## src/rtl/irq_vector_sequencer_if.sv

```systemverilog
// Core-side bundle for the interrupt/reset entry sequencer: pins, decode pulses and step outputs.
// WAI_STP_EN adds the wai_req/stp_req decode pulses.
interface irq_vector_sequencer_if;
  logic        clock_running;
  logic        nmib_in;
  logic        irqb_in;
  logic        i_flag;
  logic        brk_req;
  logic        boundary;
`ifdef WAI_STP_EN
  logic        wai_req;
  logic        stp_req;
`endif
  logic        seq_busy;
  logic [2:0]  seq_step;
  logic [4:0]  vector_operations;
  logic [1:0]  push_sel;
  logic        dec_sp;
  logic [15:0] vector_addr;
  logic        b_flag_out;
  logic        set_i;
  logic        seq_done;
  logic        nmi_pending;

  modport master (
`ifdef WAI_STP_EN
    output wai_req, stp_req,
`endif
    output clock_running, nmib_in, irqb_in, i_flag, brk_req, boundary,
    input  seq_busy, seq_step, vector_operations, push_sel, dec_sp,
    input  vector_addr, b_flag_out, set_i, seq_done, nmi_pending
  );

  modport slave (
`ifdef WAI_STP_EN
    input  wai_req, stp_req,
`endif
    input  clock_running, nmib_in, irqb_in, i_flag, brk_req, boundary,
    output seq_busy, seq_step, vector_operations, push_sel, dec_sp,
    output vector_addr, b_flag_out, set_i, seq_done, nmi_pending
  );
endinterface

```

## src/rtl/irq_vector_sequencer.sv

```systemverilog
// 65C02 reset/NMI/IRQ/BRK entry sequencer driving the seven-step vector microcode.
// Define WAI_STP_EN to build the WAI (wait) and STP (stop) states.
module irq_vector_sequencer #(
  parameter logic [15:0] VEC_NMI     = 16'hFFFA,
  parameter logic [15:0] VEC_RES     = 16'hFFFC,
  parameter logic [15:0] VEC_IRQ     = 16'hFFFE,
  parameter int          SYNC_STAGES = 2
) (
  input  logic                 fclk,
  input  logic                 resb,
  irq_vector_sequencer_if.slave bus
);

  typedef enum logic [2:0] {
    S_RES_HOLD = 3'd0,
    S_IDLE     = 3'd1,
    S_SEQ      = 3'd2
`ifdef WAI_STP_EN
    , S_WAIT   = 3'd3,
    S_STOP     = 3'd4
`endif
  } state_t;

  typedef enum logic [3:0] {
    TYPE_NONE = 4'b0000,
    TYPE_IRQ  = 4'b1001,
    TYPE_NMI  = 4'b1010,
    TYPE_RES  = 4'b1100
  } vec_type_t;

  state_t                 r_state, w_nextState;
  logic [2:0]             r_step, w_nextStep;
  vec_type_t              r_type, w_nextType;
  logic                   r_brk, w_nextBrk;
  logic                   r_hijack;
  logic [SYNC_STAGES-1:0] r_nmiSync;
  logic [SYNC_STAGES-1:0] r_irqSync;
  logic                   r_nmiPrev;
  logic                   r_nmiPending;
  logic                   r_brkPending;

  logic        w_nmiLevel, w_nmiEdge, w_irqLow, w_irqReq;
  logic        w_lastStep, w_nmiVector, w_grantBrk, w_stackStep;
  logic        w_busy, w_setI, w_done, w_bFlag;
  logic [4:0]  w_vecOps;
  logic [1:0]  w_pushSel;
  logic [15:0] w_base, w_vecAddr;

  assign w_nmiLevel  = r_nmiSync[SYNC_STAGES-1];
  assign w_nmiEdge   = r_nmiPrev & ~w_nmiLevel;
  assign w_irqLow    = ~r_irqSync[SYNC_STAGES-1];
  assign w_irqReq    = w_irqLow & ~bus.i_flag;
  assign w_lastStep  = (r_state == S_SEQ) && (r_step == 3'd6);
  // A hijacked IRQ/BRK entry fetches the NMI vector and so retires the NMI too.
  assign w_nmiVector = (r_type == TYPE_NMI) || r_hijack;

  always_comb begin
    w_nextState = r_state;
    w_nextStep  = r_step;
    w_nextType  = r_type;
    w_nextBrk   = r_brk;
    w_grantBrk  = 1'b0;
    if (bus.clock_running) begin
      case (r_state)
        S_RES_HOLD: begin
          w_nextState = S_SEQ;
          w_nextStep  = 3'd0;
          w_nextType  = TYPE_RES;
          w_nextBrk   = 1'b0;
        end
        S_IDLE: begin
`ifdef WAI_STP_EN
          if (bus.stp_req) begin
            w_nextState = S_STOP;
          end else if (bus.wai_req) begin
            w_nextState = S_WAIT;
          end else
`endif
          if (bus.boundary) begin
            if (r_nmiPending) begin
              w_nextState = S_SEQ;
              w_nextStep  = 3'd0;
              w_nextType  = TYPE_NMI;
              w_nextBrk   = 1'b0;
            end else if (r_brkPending) begin
              w_nextState = S_SEQ;
              w_nextStep  = 3'd0;
              w_nextType  = TYPE_IRQ;
              w_nextBrk   = 1'b1;
              w_grantBrk  = 1'b1;
            end else if (w_irqReq) begin
              w_nextState = S_SEQ;
              w_nextStep  = 3'd0;
              w_nextType  = TYPE_IRQ;
              w_nextBrk   = 1'b0;
            end
          end
        end
        S_SEQ: begin
          if (r_step == 3'd6) begin
            w_nextState = S_IDLE;
            w_nextStep  = 3'd0;
            w_nextType  = TYPE_NONE;
            w_nextBrk   = 1'b0;
          end else begin
            w_nextStep = r_step + 3'd1;
          end
        end
`ifdef WAI_STP_EN
        S_WAIT: begin
          if (r_nmiPending) begin
            w_nextState = S_SEQ;
            w_nextStep  = 3'd0;
            w_nextType  = TYPE_NMI;
            w_nextBrk   = 1'b0;
          end else if (w_irqLow) begin
            // A masked IRQ only wakes the core; it resumes fetch without vectoring.
            w_nextState = bus.i_flag ? S_IDLE : S_SEQ;
            w_nextStep  = 3'd0;
            w_nextType  = bus.i_flag ? TYPE_NONE : TYPE_IRQ;
            w_nextBrk   = 1'b0;
          end
        end
        S_STOP: begin
          w_nextState = S_STOP;
        end
`endif
        default: begin
          w_nextState = S_RES_HOLD;
        end
      endcase
    end
  end

  always_comb begin
    w_busy      = (r_state != S_IDLE);
    w_stackStep = (r_state == S_SEQ) && (r_step >= 3'd2) && (r_step <= 3'd4);
    w_vecOps    = 5'b00000;
    w_pushSel   = 2'b00;
    w_vecAddr   = 16'h0000;
    w_setI      = 1'b0;
    w_done      = 1'b0;
    w_bFlag     = 1'b0;
    w_base      = VEC_IRQ;
    if (w_nmiVector) begin
      w_base = VEC_NMI;
    end else if (r_type == TYPE_RES) begin
      w_base = VEC_RES;
    end
    if (r_state == S_SEQ) begin
      w_vecOps = {r_type, w_stackStep};
      w_bFlag  = r_brk;
      // Reset walks the stack pointer down but never writes memory.
      if (r_type != TYPE_RES) begin
        case (r_step)
          3'd2:    w_pushSel = 2'b01;
          3'd3:    w_pushSel = 2'b10;
          3'd4:    w_pushSel = 2'b11;
          default: w_pushSel = 2'b00;
        endcase
      end
      if (r_step == 3'd5) begin
        w_vecAddr = w_base;
      end else if (r_step == 3'd6) begin
        w_vecAddr = w_base + 16'd1;
        w_setI    = 1'b1;
        w_done    = 1'b1;
      end
    end
  end

  always_ff @(posedge fclk) begin
    if (!resb) begin
      r_state      <= S_RES_HOLD;
      r_step       <= 3'd0;
      r_type       <= TYPE_NONE;
      r_brk        <= 1'b0;
      r_hijack     <= 1'b0;
      r_nmiSync    <= '1;
      r_irqSync    <= '1;
      r_nmiPrev    <= 1'b1;
      r_nmiPending <= 1'b0;
      r_brkPending <= 1'b0;
    end else begin
      r_nmiSync[0] <= bus.nmib_in;
      r_irqSync[0] <= bus.irqb_in;
      for (int k = 1; k < SYNC_STAGES; k++) begin
        r_nmiSync[k] <= r_nmiSync[k-1];
        r_irqSync[k] <= r_irqSync[k-1];
      end
      r_nmiPrev <= w_nmiLevel;

      // A fresh edge wins over retirement so an edge in step 6 is not lost.
      if (w_nmiEdge) begin
        r_nmiPending <= 1'b1;
      end else if (bus.clock_running && w_lastStep && w_nmiVector) begin
        r_nmiPending <= 1'b0;
      end

      if (bus.brk_req) begin
        r_brkPending <= 1'b1;
      end else if (w_grantBrk) begin
        r_brkPending <= 1'b0;
      end

      if (bus.clock_running && w_lastStep) begin
        r_hijack <= 1'b0;
      end else if ((r_state == S_SEQ) && (r_type == TYPE_IRQ) && (r_step <= 3'd3) &&
                   (w_nmiEdge || r_nmiPending)) begin
        r_hijack <= 1'b1;
      end

      r_state <= w_nextState;
      r_step  <= w_nextStep;
      r_type  <= w_nextType;
      r_brk   <= w_nextBrk;
    end
  end

  assign bus.seq_busy          = w_busy;
  assign bus.seq_step          = r_step;
  assign bus.vector_operations = w_vecOps;
  assign bus.push_sel          = w_pushSel;
  assign bus.dec_sp            = w_stackStep;
  assign bus.vector_addr       = w_vecAddr;
  assign bus.b_flag_out        = w_bFlag;
  assign bus.set_i             = w_setI;
  assign bus.seq_done          = w_done;
  assign bus.nmi_pending       = r_nmiPending;

endmodule
```

## src/flat_wrapper.sv

```systemverilog
// flat-port wrapper written by rule: the top's interface ports become plain ports
module irq_vector_sequencer_flat 
#(
  parameter logic [15:0] VEC_NMI     = 16'hFFFA,
  parameter logic [15:0] VEC_RES     = 16'hFFFC,
  parameter logic [15:0] VEC_IRQ     = 16'hFFFE,
  parameter int          SYNC_STAGES = 2
)
  (fclk, resb, bus_clock_running, bus_nmib_in, bus_irqb_in, bus_i_flag, bus_brk_req, bus_boundary, bus_seq_busy, bus_seq_step, bus_vector_operations, bus_push_sel, bus_dec_sp, bus_vector_addr, bus_b_flag_out, bus_set_i, bus_seq_done, bus_nmi_pending);
  irq_vector_sequencer_if bus_i ();
  input  logic fclk;
  input  logic resb;
  input wire logic [$bits(bus_i.clock_running)-1:0] bus_clock_running;
  input wire logic [$bits(bus_i.nmib_in)-1:0] bus_nmib_in;
  input wire logic [$bits(bus_i.irqb_in)-1:0] bus_irqb_in;
  input wire logic [$bits(bus_i.i_flag)-1:0] bus_i_flag;
  input wire logic [$bits(bus_i.brk_req)-1:0] bus_brk_req;
  input wire logic [$bits(bus_i.boundary)-1:0] bus_boundary;
  output wire logic [$bits(bus_i.seq_busy)-1:0] bus_seq_busy;
  output wire logic [$bits(bus_i.seq_step)-1:0] bus_seq_step;
  output wire logic [$bits(bus_i.vector_operations)-1:0] bus_vector_operations;
  output wire logic [$bits(bus_i.push_sel)-1:0] bus_push_sel;
  output wire logic [$bits(bus_i.dec_sp)-1:0] bus_dec_sp;
  output wire logic [$bits(bus_i.vector_addr)-1:0] bus_vector_addr;
  output wire logic [$bits(bus_i.b_flag_out)-1:0] bus_b_flag_out;
  output wire logic [$bits(bus_i.set_i)-1:0] bus_set_i;
  output wire logic [$bits(bus_i.seq_done)-1:0] bus_seq_done;
  output wire logic [$bits(bus_i.nmi_pending)-1:0] bus_nmi_pending;
  assign bus_i.clock_running = bus_clock_running;
  assign bus_i.nmib_in = bus_nmib_in;
  assign bus_i.irqb_in = bus_irqb_in;
  assign bus_i.i_flag = bus_i_flag;
  assign bus_i.brk_req = bus_brk_req;
  assign bus_i.boundary = bus_boundary;
  assign bus_seq_busy = bus_i.seq_busy;
  assign bus_seq_step = bus_i.seq_step;
  assign bus_vector_operations = bus_i.vector_operations;
  assign bus_push_sel = bus_i.push_sel;
  assign bus_dec_sp = bus_i.dec_sp;
  assign bus_vector_addr = bus_i.vector_addr;
  assign bus_b_flag_out = bus_i.b_flag_out;
  assign bus_set_i = bus_i.set_i;
  assign bus_seq_done = bus_i.seq_done;
  assign bus_nmi_pending = bus_i.nmi_pending;
  irq_vector_sequencer #(.VEC_NMI(VEC_NMI), .VEC_RES(VEC_RES), .VEC_IRQ(VEC_IRQ), .SYNC_STAGES(SYNC_STAGES)) u_core (.fclk(fclk), .resb(resb), .bus(bus_i));
endmodule
```

## config.mk

```make
export PLATFORM = sky130hd
export DESIGN_NAME = irq_vector_sequencer_flat
export DESIGN_NICKNAME = d
export VERILOG_FILES = /design/src/rtl/irq_vector_sequencer_if.sv /design/src/rtl/irq_vector_sequencer.sv /design/src/flat_wrapper.sv
export SDC_FILE = /design/constraint.sdc
export NUM_CORES = 1
export LEC_CHECK = 0
export BUFFER_PORTS_ARGS = -buffer_cell sky130_fd_sc_hd__buf_2
export CAP_MARGIN = 20
export CORE_MARGIN = 1.5
export CORE_UTILIZATION = 35
export CTS_BUF_LIST = sky130_fd_sc_hd__clkbuf_8
export DETAILED_ROUTE_END_ITERATION = 8
export PLACE_DENSITY = 0.62
export SLEW_MARGIN = 0
export SYNTH_ARGS = -nofsm -noshare
export SYNTH_HDL_FRONTEND = slang
export SYNTH_SLANG_ARGS = --single-unit
export TNS_END_PERCENT = 10
```

## constraint.sdc

```tcl
create_clock -name fclk -period 1.98 [get_ports fclk]
set_input_delay 0.297 -clock fclk [delete_from_list [all_inputs] [get_ports fclk]]
set_output_delay 0.297 -clock fclk [all_outputs]
set_load 0.05 [all_outputs]
```

* Word level (Yosys, flattened, before mapping)
Cells that the tools add are included.
** Operators by class
- Add/sub/neg operators :: 2
- Magnitude comparators :: 3
- Eq/ne operators :: 15
- Mux-type cells :: 46
- Bitwise gates (word level) :: 6
- Reduce and logical (&&, ||, !) cells :: 18
** Operators with widths (number)
- $mux W16 :: 4
- $mux W3 :: 10
- $mux W4 :: 5
- $mux W1 :: 18
- $pmux W3 S3 :: 2
- $add A16 B1 Y16 const B :: 1
- $eq A4 B4 Y1 const B :: 3
- $pmux W4 S3 :: 1
- $eq A3 B2 Y1 const B :: 3
- $eq A3 B3 Y1 const B :: 3
- $logic_and A1 B1 Y1 :: 8
- $reduce_and A4 Y1 :: 2
- $mux W2 :: 3
- $pmux W2 S3 :: 1
- $mux W5 :: 1
- $reduce_and A5 Y1 :: 1
- $ne A4 B1 Y1 const B :: 1
- $ne A4 B4 Y1 const B :: 1
- $not A1 Y1 :: 4
- $reduce_bool A2 Y1 :: 2
- $add A3 B1 Y3 const B :: 1
- $eq A3 B1 Y1 const B :: 1
- $ge A3 B2 Y1 const B :: 1
- $le A3 B2 Y1 const B :: 1
- other kinds (10) :: 12
** Storage, ports and cells
- Register bits after elaboration :: 19
- Output and inout port bits :: 32

* Depth between registers and ports, before layout
Gate-level depths: netlist (run 1).
- Depth in word-level cells :: 7
- Gate-level depth with buffers :: 6
- Depth with buffers taken out :: 6

* Least setup slack after synthesis (run 1)
OpenSTA, ideal clock, no wires.
- Path type :: register to output
- Start point :: register u_core.r_step[1] (netlist: u_core.bus.seq_step[1])
- End point :: output port bus_vector_addr[2]
- Arrival time :: 2.973 ns
- Slack :: -1.290 ns
- Stages on the path, launching flop included :: 5
- Path buffers :: 1
- Cell sequence :: dfxtp_1 -> buf_2 -> xor2_1 -> and3_1 -> nor3b_1
** Between the ends
- Longest elaborated chain between the ends :: 4
- Elaborated cells between the ends (all ways) :: 5
- Those cells by class :: 2 x eq/ne; 3 x mux
** RTL lines
- from (decl) :: line irq_vector_sequencer.sv:32 : logic [2:0] r_step, w_nextStep;
- from (signal assigned) :: line irq_vector_sequencer.sv:214 : r_step <= w_nextStep;
- $eq A3 B3 Y1 :: line irq_vector_sequencer.sv:164 : end else if (r_step == 3'd6) begin
- $mux W16 :: line irq_vector_sequencer.sv:164
- $mux W16 (*) :: line irq_vector_sequencer.sv:162 : if (r_step == 3'd5) begin
- $mux W16 (*) :: line irq_vector_sequencer.sv:150 : if (r_state == S_SEQ) begin
- to (decl) :: line flat_wrapper.sv:24 : output wire logic [$bits(bus_i.vector_addr)-1:0] bus_vector_addr;
Every way passes the cells marked *; elsewhere a longest branch is shown, timed or not.

* Final worst setup path (run 1)
- Start point :: register u_core.r_state[0]
- End point :: output port bus_set_i
** Between the ends
- Longest elaborated chain between the ends :: 2
** RTL lines
- from (decl) :: line irq_vector_sequencer.sv:31 : state_t r_state, w_nextState;
- from (signal assigned) :: line irq_vector_sequencer.sv:213 : r_state <= w_nextState;
- $eq A3 B2 Y1 :: line irq_vector_sequencer.sv:150
- $mux W1 :: line irq_vector_sequencer.sv:150
- to (decl) :: line flat_wrapper.sv:26 : output wire logic [$bits(bus_i.set_i)-1:0] bus_set_i;
Every way passes these cells.

==> run summary, run 1 <==
FLOORPLAN
---------------------------------------------------------------------------------------
Top Ports                                                                            40
Initial standard-cell utilization of the core                                     0.372
Floorplan core area                                                          3080 sq um
Die Footprint                                                                3620 sq um
Die boundary width                                                         60.2 microns
Die extent in y                                                            60.2 microns
Standard-cell row count                                                              20

CRITICAL PATH
---------------------------------------------------------------------------------------
Cell type of the slowest stage on the worst timing path                         dfxtp_1
FF-to-FF setup slack                                                            0.20 ns
CP Data Arrival Time                                                            1.55 ns
Sort of element at the end of the critical path                             output port
Max FO, Critical Path                                                                 6
Cells along the critical path                                              inv_1 -> ha_2 -> buf_4 -> and2_1 -> buf_2
Setup CP Type                                                                reg -> out
Peak per-stage delay on the critical path                                       0.34 ns
Top delay family on crit path                                              buffers and inverters
Buffer and inverter count on the worst path                                           3
Launching instance or port of the critical path                            u_core.r_state[0]
Required time of the worst setup path                                           1.68 ns
Critical register-to-register path startpoint                              u_core.r_state[1]
Crit start category                                                           flip-flop

ROUTE
---------------------------------------------------------------------------------------
Post-detailed-route DRC marker count                                                  0
Final routed wire length divided by cell count                             12.2 microns
Number of violations reported at the end of detailed-routing iteration 0             19
Detail Route Antenna Nets                                                             0
Number of vias after detailed routing                                               974
Count of TritonRoute iterations in the first routing pass                             4
Wire length after detailed routing                                         2500 microns
Vias per std cell                                                                  4.75

GLOBAL ROUTE
---------------------------------------------------------------------------------------
Vias in the first global route                                                      830
Global-route usage over all layers                                                0.140
Number of antenna violations at the first check in global routing                     0
GRT Residual Overflow                                                                 0
Maximum number of pins on one net before global-route repair                         25
First-pass GRT wire length                                                 3790 microns

STA
---------------------------------------------------------------------------------------
Hold Slack                                                                     0.227 ns
Tightest slew margin relative to the limit                                        0.542
Transition time at the pin with the least slew margin                          0.677 ns
Final hold viol count                                                                 0
Peak Freq                                                                     0.542 GHz
Count of pins over their slew limit                                                   0
Min Clock Period, post-route                                                    1.85 ns
Skew final                                                                   0.00312 ns
RSZ-0062 raised after global routing                                              false
Count of endpoints failing setup in the final report                                  0
Share of the clock period used by the worst path                                  0.932

FINISH
---------------------------------------------------------------------------------------
Fraction of final layout cells sized beyond drive strength 1                      0.404
Number of nets at the end of the flow                                               176
Filler instances                                                                    329
Layout area overhead                                                              23.9%
Sequential cell area                                                          364 sq um
Antenna fix cells                                                                     0
Area of the multi-input gates                                                 658 sq um

LOGIC SYNTHESIS
---------------------------------------------------------------------------------------
Post-synthesis sequential area ratio                                              0.315
Post-Synthesis Net Count                                                            143
Netlist cell types                                                                   36
Yosys Warn Count                                                                      0
Count of flip-flops with a built-in enable after synthesis                            0
Top_reg_cell synth                                                              dfxtp_1
Fraction of registers with async set/reset                                            0
Avg Cell Area, Syn                                                           8.87 sq um
Instance count of the mapped netlist                                                129
Register bit count reported by yosys                                                 18
Combined area of all synthesized cells                                       1140 sq um

CLOCKING
---------------------------------------------------------------------------------------
Clock slew at reported path FFs                                                 0.07 ns
Max Buffers Root-to-Sink                                                              2
Inserted Clock Buffers                                                                3
Clock net sink count                                                                 18
Hold-fix buffers at CTS                                                               0
Root cell of the clock tree                                                    clkbuf_8
Clock tree from TritonCTS                                                         built
Worst-Skew Late Latency                                                         0.25 ns
CTS H-tree depth                                                                      1

RUN STATUS
---------------------------------------------------------------------------------------
Status                                                                     finished clean

POWER AND IR DROP
---------------------------------------------------------------------------------------
Peak supply drop                                                               0.452 mV
Leak Pwr                                                                       0.683 nW
Power density of the placed cells                                           690 nW/um^2
Post-layout power                                                              0.978 mW

RUN
---------------------------------------------------------------------------------------
MaxCap Viol Count                                                                     0

MIN PATH
---------------------------------------------------------------------------------------
Worst hold path type                                                          in -> reg
Startpoint of the lowest-slack hold path                                    bus_nmib_in

PLACEMENT
---------------------------------------------------------------------------------------
Final weighted congestion in routability-driven placement                         0.744
Number of buffers inserted by port buffering                                         39
Final HPWL DP                                                              1880 microns

cell usage in the layout, fill, tap and decap left out, types with 2 or more instances in the layout:
cell type | Yosys | final
ha_1 | 6 | 5
nand2b_1 | 8 | 8
and2_1 | 7 | 7
o41ai_1 | 2 | 2
clkbuf_8 | 0 | 4
nor3_1 | 3 | 2
inv_1 | 5 | 5
nand3_1 | 5 | 5
mux2i_1 | 7 | 7
nor2_1 | 5 | 5
o211ai_1 | 2 | 2
dfxtp_2 | 0 | 3
buf_2 | 2 | 37
nor2b_1 | 6 | 6
buf_4 | 14 | 9
a21oi_1 | 5 | 5
nand2_1 | 11 | 11
dfxtp_1 | 18 | 15
state kept, by name, indices dropped and copies added (netlist names):
name,cells
u_core.r_brk,1
u_core.r_nmiSync,2
u_core.r_brkPending,1
u_core.r_type,4
u_core.r_nmiPrev,1
u_core.r_state,2
u_core.bus.nmi_pending,1
u_core.bus.seq_step,3
u_core.r_irqSync,2
u_core.r_hijack,1
worst reg2reg max path, cell delays in order, from the launching register on:
cell	delay, ns
dfxtp_1	0.35
inv_1	0.10
ha_1	0.25
or3b_4	0.43
o211a_4	0.26
nand3_4	0.12
mux2i_1	0.20
layer usage:
metal	vias up	global-route usage	share of wire
met4	0	0.0444	0.0056
met5	-	0	0
met2	35	0.224	0.46
met3	2	0.0260	0.059
li1	489	-	-
met1	448	0.188	0.47
cell usage after synthesis, drive strengths merged, types with 3 or more instances:
master / count / share of area
mux2i: 7 / 0.061
clkbuf: 3 / 0.0098
a21oi: 5 / 0.022
and2: 7 / 0.038
nor3: 3 / 0.013
nand2: 12 / 0.042
inv: 5 / 0.016
ha: 6 / 0.066
nor2b: 6 / 0.033
nor2: 5 / 0.016
buf: 16 / 0.10
nand2b: 8 / 0.044
dfxtp: 18 / 0.32
nand3: 6 / 0.037
final cells by class:
cell class,count,share of cell area
Sequential cell,18,0.257
Timing Repair Buffer,47,0.184
Tap cell,44,0.0389
Multi-Input combinational cell,86,0.465
Clock buffer,4,0.0389
Inverter,6,0.0168
final timing paths:
path | end | depth (start not counted)
worst max-delay path | bus_set_i | 5
worst min-delay path | u_core.r_nmiSync[0] | 2
worst max register to register | u_core.r_brk | 6
worst min register to register | u_core.r_nmiSync[1] | 1
power by group:
| part | internal [mW] | total, mW | switching, mW |
|---|---|---|---|
| Combinational | 0.108 | 0.262 | 0.154 |
| Sequential | 0.391 | 0.422 | 0.0301 |
| Clock | 0.176 | 0.294 | 0.117 |
logic make-up (layout without fill, tap and decap cells):
| group | Yosys count | in the layout | synth area share |
|---|---|---|---|
| and+or+nand+nor | 55 | 55 | 0.283 |
| buffers and inverters | 25 | 57 | 0.131 |
| DFF | 18 | 18 | 0.315 |
| AOI/OAI and AO/OA | 16 | 16 | 0.128 |
| muxes | 7 | 7 | 0.0613 |
| adders and majority gates | 6 | 6 | 0.0656 |
| xor gates and xnor gates | 2 | 2 | 0.0153 |
timing repair:
action,in CTS,in global routing
endpoints found under the setup margin,1,8
hold endpoints to repair,0,0
cloned,0,0
pin swaps,0,1
setup buffers,0,4
resized for setup,1,3
through the flow:
step / setup slack (ns) / instance area, sq um / instances / setup TNS (ns) / utilization
global placement: 0.310 / 1320 / 197 / 0 / 0.430
CTS: 0.0311 / 1380 / 201 / 0 / 0.448
finish: 0.135 / 1420 / 205 / 0 / 0.460
detailed placement: 0.215 / 1320 / 197 / 0 / 0.430
floorplan: -0.260 / 1170 / 129 / -0.995 / -
global route: 0.0216 / 1420 / 205 / 0 / 0.460
Power figures use the tool's default switching activity.
==> run 2, diff against run 1 <==
- CAP_MARGIN: 20 -> 0
- SETUP_SLACK_MARGIN: not set -> 0.3
==> run summary, run 2 (same netlist as run 1, synthesis figures left out) <==
CRITICAL PATH
---------------------------------------------------------------------------------------
Setup CP Type                                                                reg -> out
Crit start category                                                           flip-flop
CP Data Arrival Time                                                            1.43 ns   -0.12 ns
Critical register-to-register path startpoint                              u_core.r_state[0]
Launching instance or port of the critical path                            u_core.bus.seq_step[0]
Required time of the worst setup path                                           1.68 ns   about the same
Max FO, Critical Path                                                                 8   +2
Sort of element at the end of the critical path                             output port

FINISH
---------------------------------------------------------------------------------------
Number of nets at the end of the flow                                               179   +1.7%
Final Core Density                                                                0.508   +0.0476
Final cell count without fillers                                                    208   +1.5%
Fraction of final layout cells sized beyond drive strength 1                      0.488   +0.0841
Filler instances                                                                    291   -12%
Largest register by flop count                                             u_core.r_type
Area of the multi-input gates                                                 714 sq um   +8.6%
Sequential cell area                                                          379 sq um   +4.1%
Layout area overhead                                                              36.7%
Highest-count cells in the layout ignoring fill and taps                   28 x buf_2, 13 x dfxtp_1, 11 x nand2_1, 11 x buf_4, 8 x nand2b_1
Most common cell after layout, fill and taps aside                                buf_2
Antenna fix cells                                                                     0   unchanged
Max reg flops                                                                         4   unchanged

STA
---------------------------------------------------------------------------------------
Share of the clock period used by the worst path                                  0.875   -0.0572
Count of pins over their slew limit                                                   0   unchanged
Count of endpoints failing setup in the final report                                  0   unchanged
Final hold viol count                                                                 0   unchanged
Min Clock Period, post-route                                                    1.73 ns   -0.113 ns
Final sum of negative setup slack                                                  0 ns   unchanged
Skew final                                                                   0.00160 ns   -0.00152 ns
Peak Freq                                                                     0.577 GHz   +6.5%
RSZ-0062 raised after global routing                                               true
Transition time at the pin with the least slew margin                          0.435 ns   -0.242 ns
Least setup slack across all paths after layout                                0.248 ns   +0.113 ns
Tightest slew margin relative to the limit                                        0.706   +0.163

GLOBAL ROUTE
---------------------------------------------------------------------------------------
Number of antenna violations at the first check in global routing                     0   unchanged
Vias in the first global route                                                      922   +11%
GRT Residual Overflow                                                                 0   unchanged
First-pass GRT wire length                                                 4060 microns   +7.3%
Maximum number of pins on one net before global-route repair                         25   unchanged
Global-route usage over all layers                                                0.147   +0.00774

CLOCKING
---------------------------------------------------------------------------------------
Max Buffers Root-to-Sink                                                              2   unchanged
Clock tree from TritonCTS                                                         built
Inserted Clock Buffers                                                                3   unchanged
CTS H-tree depth                                                                      1   unchanged
Clock net sink count                                                                 18   unchanged
Worst-Skew Late Latency                                                         0.25 ns   about the same
Clock slew at reported path FFs                                                 0.07 ns   about the same
Root cell of the clock tree                                                    clkbuf_8

PLACEMENT
---------------------------------------------------------------------------------------
Setup WS pre-CTS                                                               0.210 ns   -0.00490 ns
Number of placed instances, taps included                                           195   -1.0%
Number of buffers inserted by port buffering                                         39   unchanged
Final HPWL DP                                                              1710 microns   -9.2%
Final weighted congestion in routability-driven placement                         0.699   -6.1%

ROUTE
---------------------------------------------------------------------------------------
Final routed wire length divided by cell count                             12.2 microns   +0.45%
Vias per std cell                                                                  4.75   about the same
Count of TritonRoute iterations in the first routing pass                             4   unchanged
Number of violations reported at the end of detailed-routing iteration 0             13   -6
Wire length after detailed routing                                         2540 microns   +1.9%
Number of vias after detailed routing                                               989   +1.5%
Detail Route Antenna Nets                                                             0   unchanged
Post-detailed-route DRC marker count                                                  0   unchanged

RUN
---------------------------------------------------------------------------------------
MaxCap Viol Count                                                                     0   unchanged

FLOORPLAN
---------------------------------------------------------------------------------------
Die extent in y                                                            60.2 microns   unchanged
Initial standard-cell utilization of the core                                     0.372   unchanged
Floorplan core area                                                          3080 sq um   unchanged
Standard-cell row count                                                              20   unchanged
Top Ports                                                                            40   unchanged
Die Footprint                                                                3620 sq um   unchanged
Die boundary width                                                         60.2 microns   unchanged

POWER AND IR DROP
---------------------------------------------------------------------------------------
Leak Pwr                                                                       0.706 nW   +3.5%
Post-layout power                                                               1.03 mW   +5.3%
Power density of the placed cells                                           659 nW/um^2   -4.6%
Peak supply drop                                                               0.345 mV   -24%

MIN PATH
---------------------------------------------------------------------------------------
Worst hold path type                                                          in -> reg
Startpoint of the lowest-slack hold path                                    bus_nmib_in

RUN STATUS
---------------------------------------------------------------------------------------
Status                                                                     finished clean

run 2: cell types whose count changed in the layout (fill, tap and decap cells not counted), sizes merged:
cell | previous run | this run
buf | 46 | 44
clkbuf | 5 | 10
run 2: timing repair:
item,CTS,global route
hold buffers,0,0
setup buffers,8,1
pin swaps,3,2
endpoints found under the setup margin,37,34
resized for setup,18,14
run 2: final timing paths:
kind                                       endpoint  slack [ns]  cells past startpoint
worst max-delay path                bus_push_sel[1]        0.25                      5
worst min-delay path            u_core.r_nmiSync[0]        0.22                      2
worst max register to register     u_core.r_type[2]        0.29                      6
worst min register to register  u_core.r_irqSync[1]        0.41                      1
run 2: report_power, final:
part | total [mW] | switching, mW | internal [mW] | leakage [nW]
registers | 0.424 | 0.0319 | 0.392 | 0.151
clock network | 0.297 | 0.121 | 0.177 | 0.0288
logic | 0.308 | 0.170 | 0.138 | 0.526
run 2: area by class of cell:
type	count	area share
flip-flops and latches	18	0.243
well taps	44	0.0352
clock buffers	4	0.0352
inverters	6	0.0168
repair buffers	50	0.213
multi-input cells	86	0.457
run 2: metal layers:
layer	wire, microns	part of all wire	global-route usage	vias up
met5	0	0	0	-
met4	34	0.013	0.0603	0
met3	129	0.051	0.0325	5
met2	1210	0.48	0.248	31
met1	1170	0.46	0.180	455
li1	-	-	-	498
run 2: critical path, stage by stage, from the launching register on:
cell and delay (ns):
dfxtp_4 0.35, buf_4 0.17, nor3_4 0.20, a21oi_1 0.09, nor2_2 0.10, buf_2 0.27
run 2: stage by stage:
stage,hold WS [ns],instance area (sq um)
floorplan,0.370,1190
global placement,0.390,1320
detailed placement,0.397,1320
CTS,0.215,1510
global route,0.232,1560
finish,0.219,1560
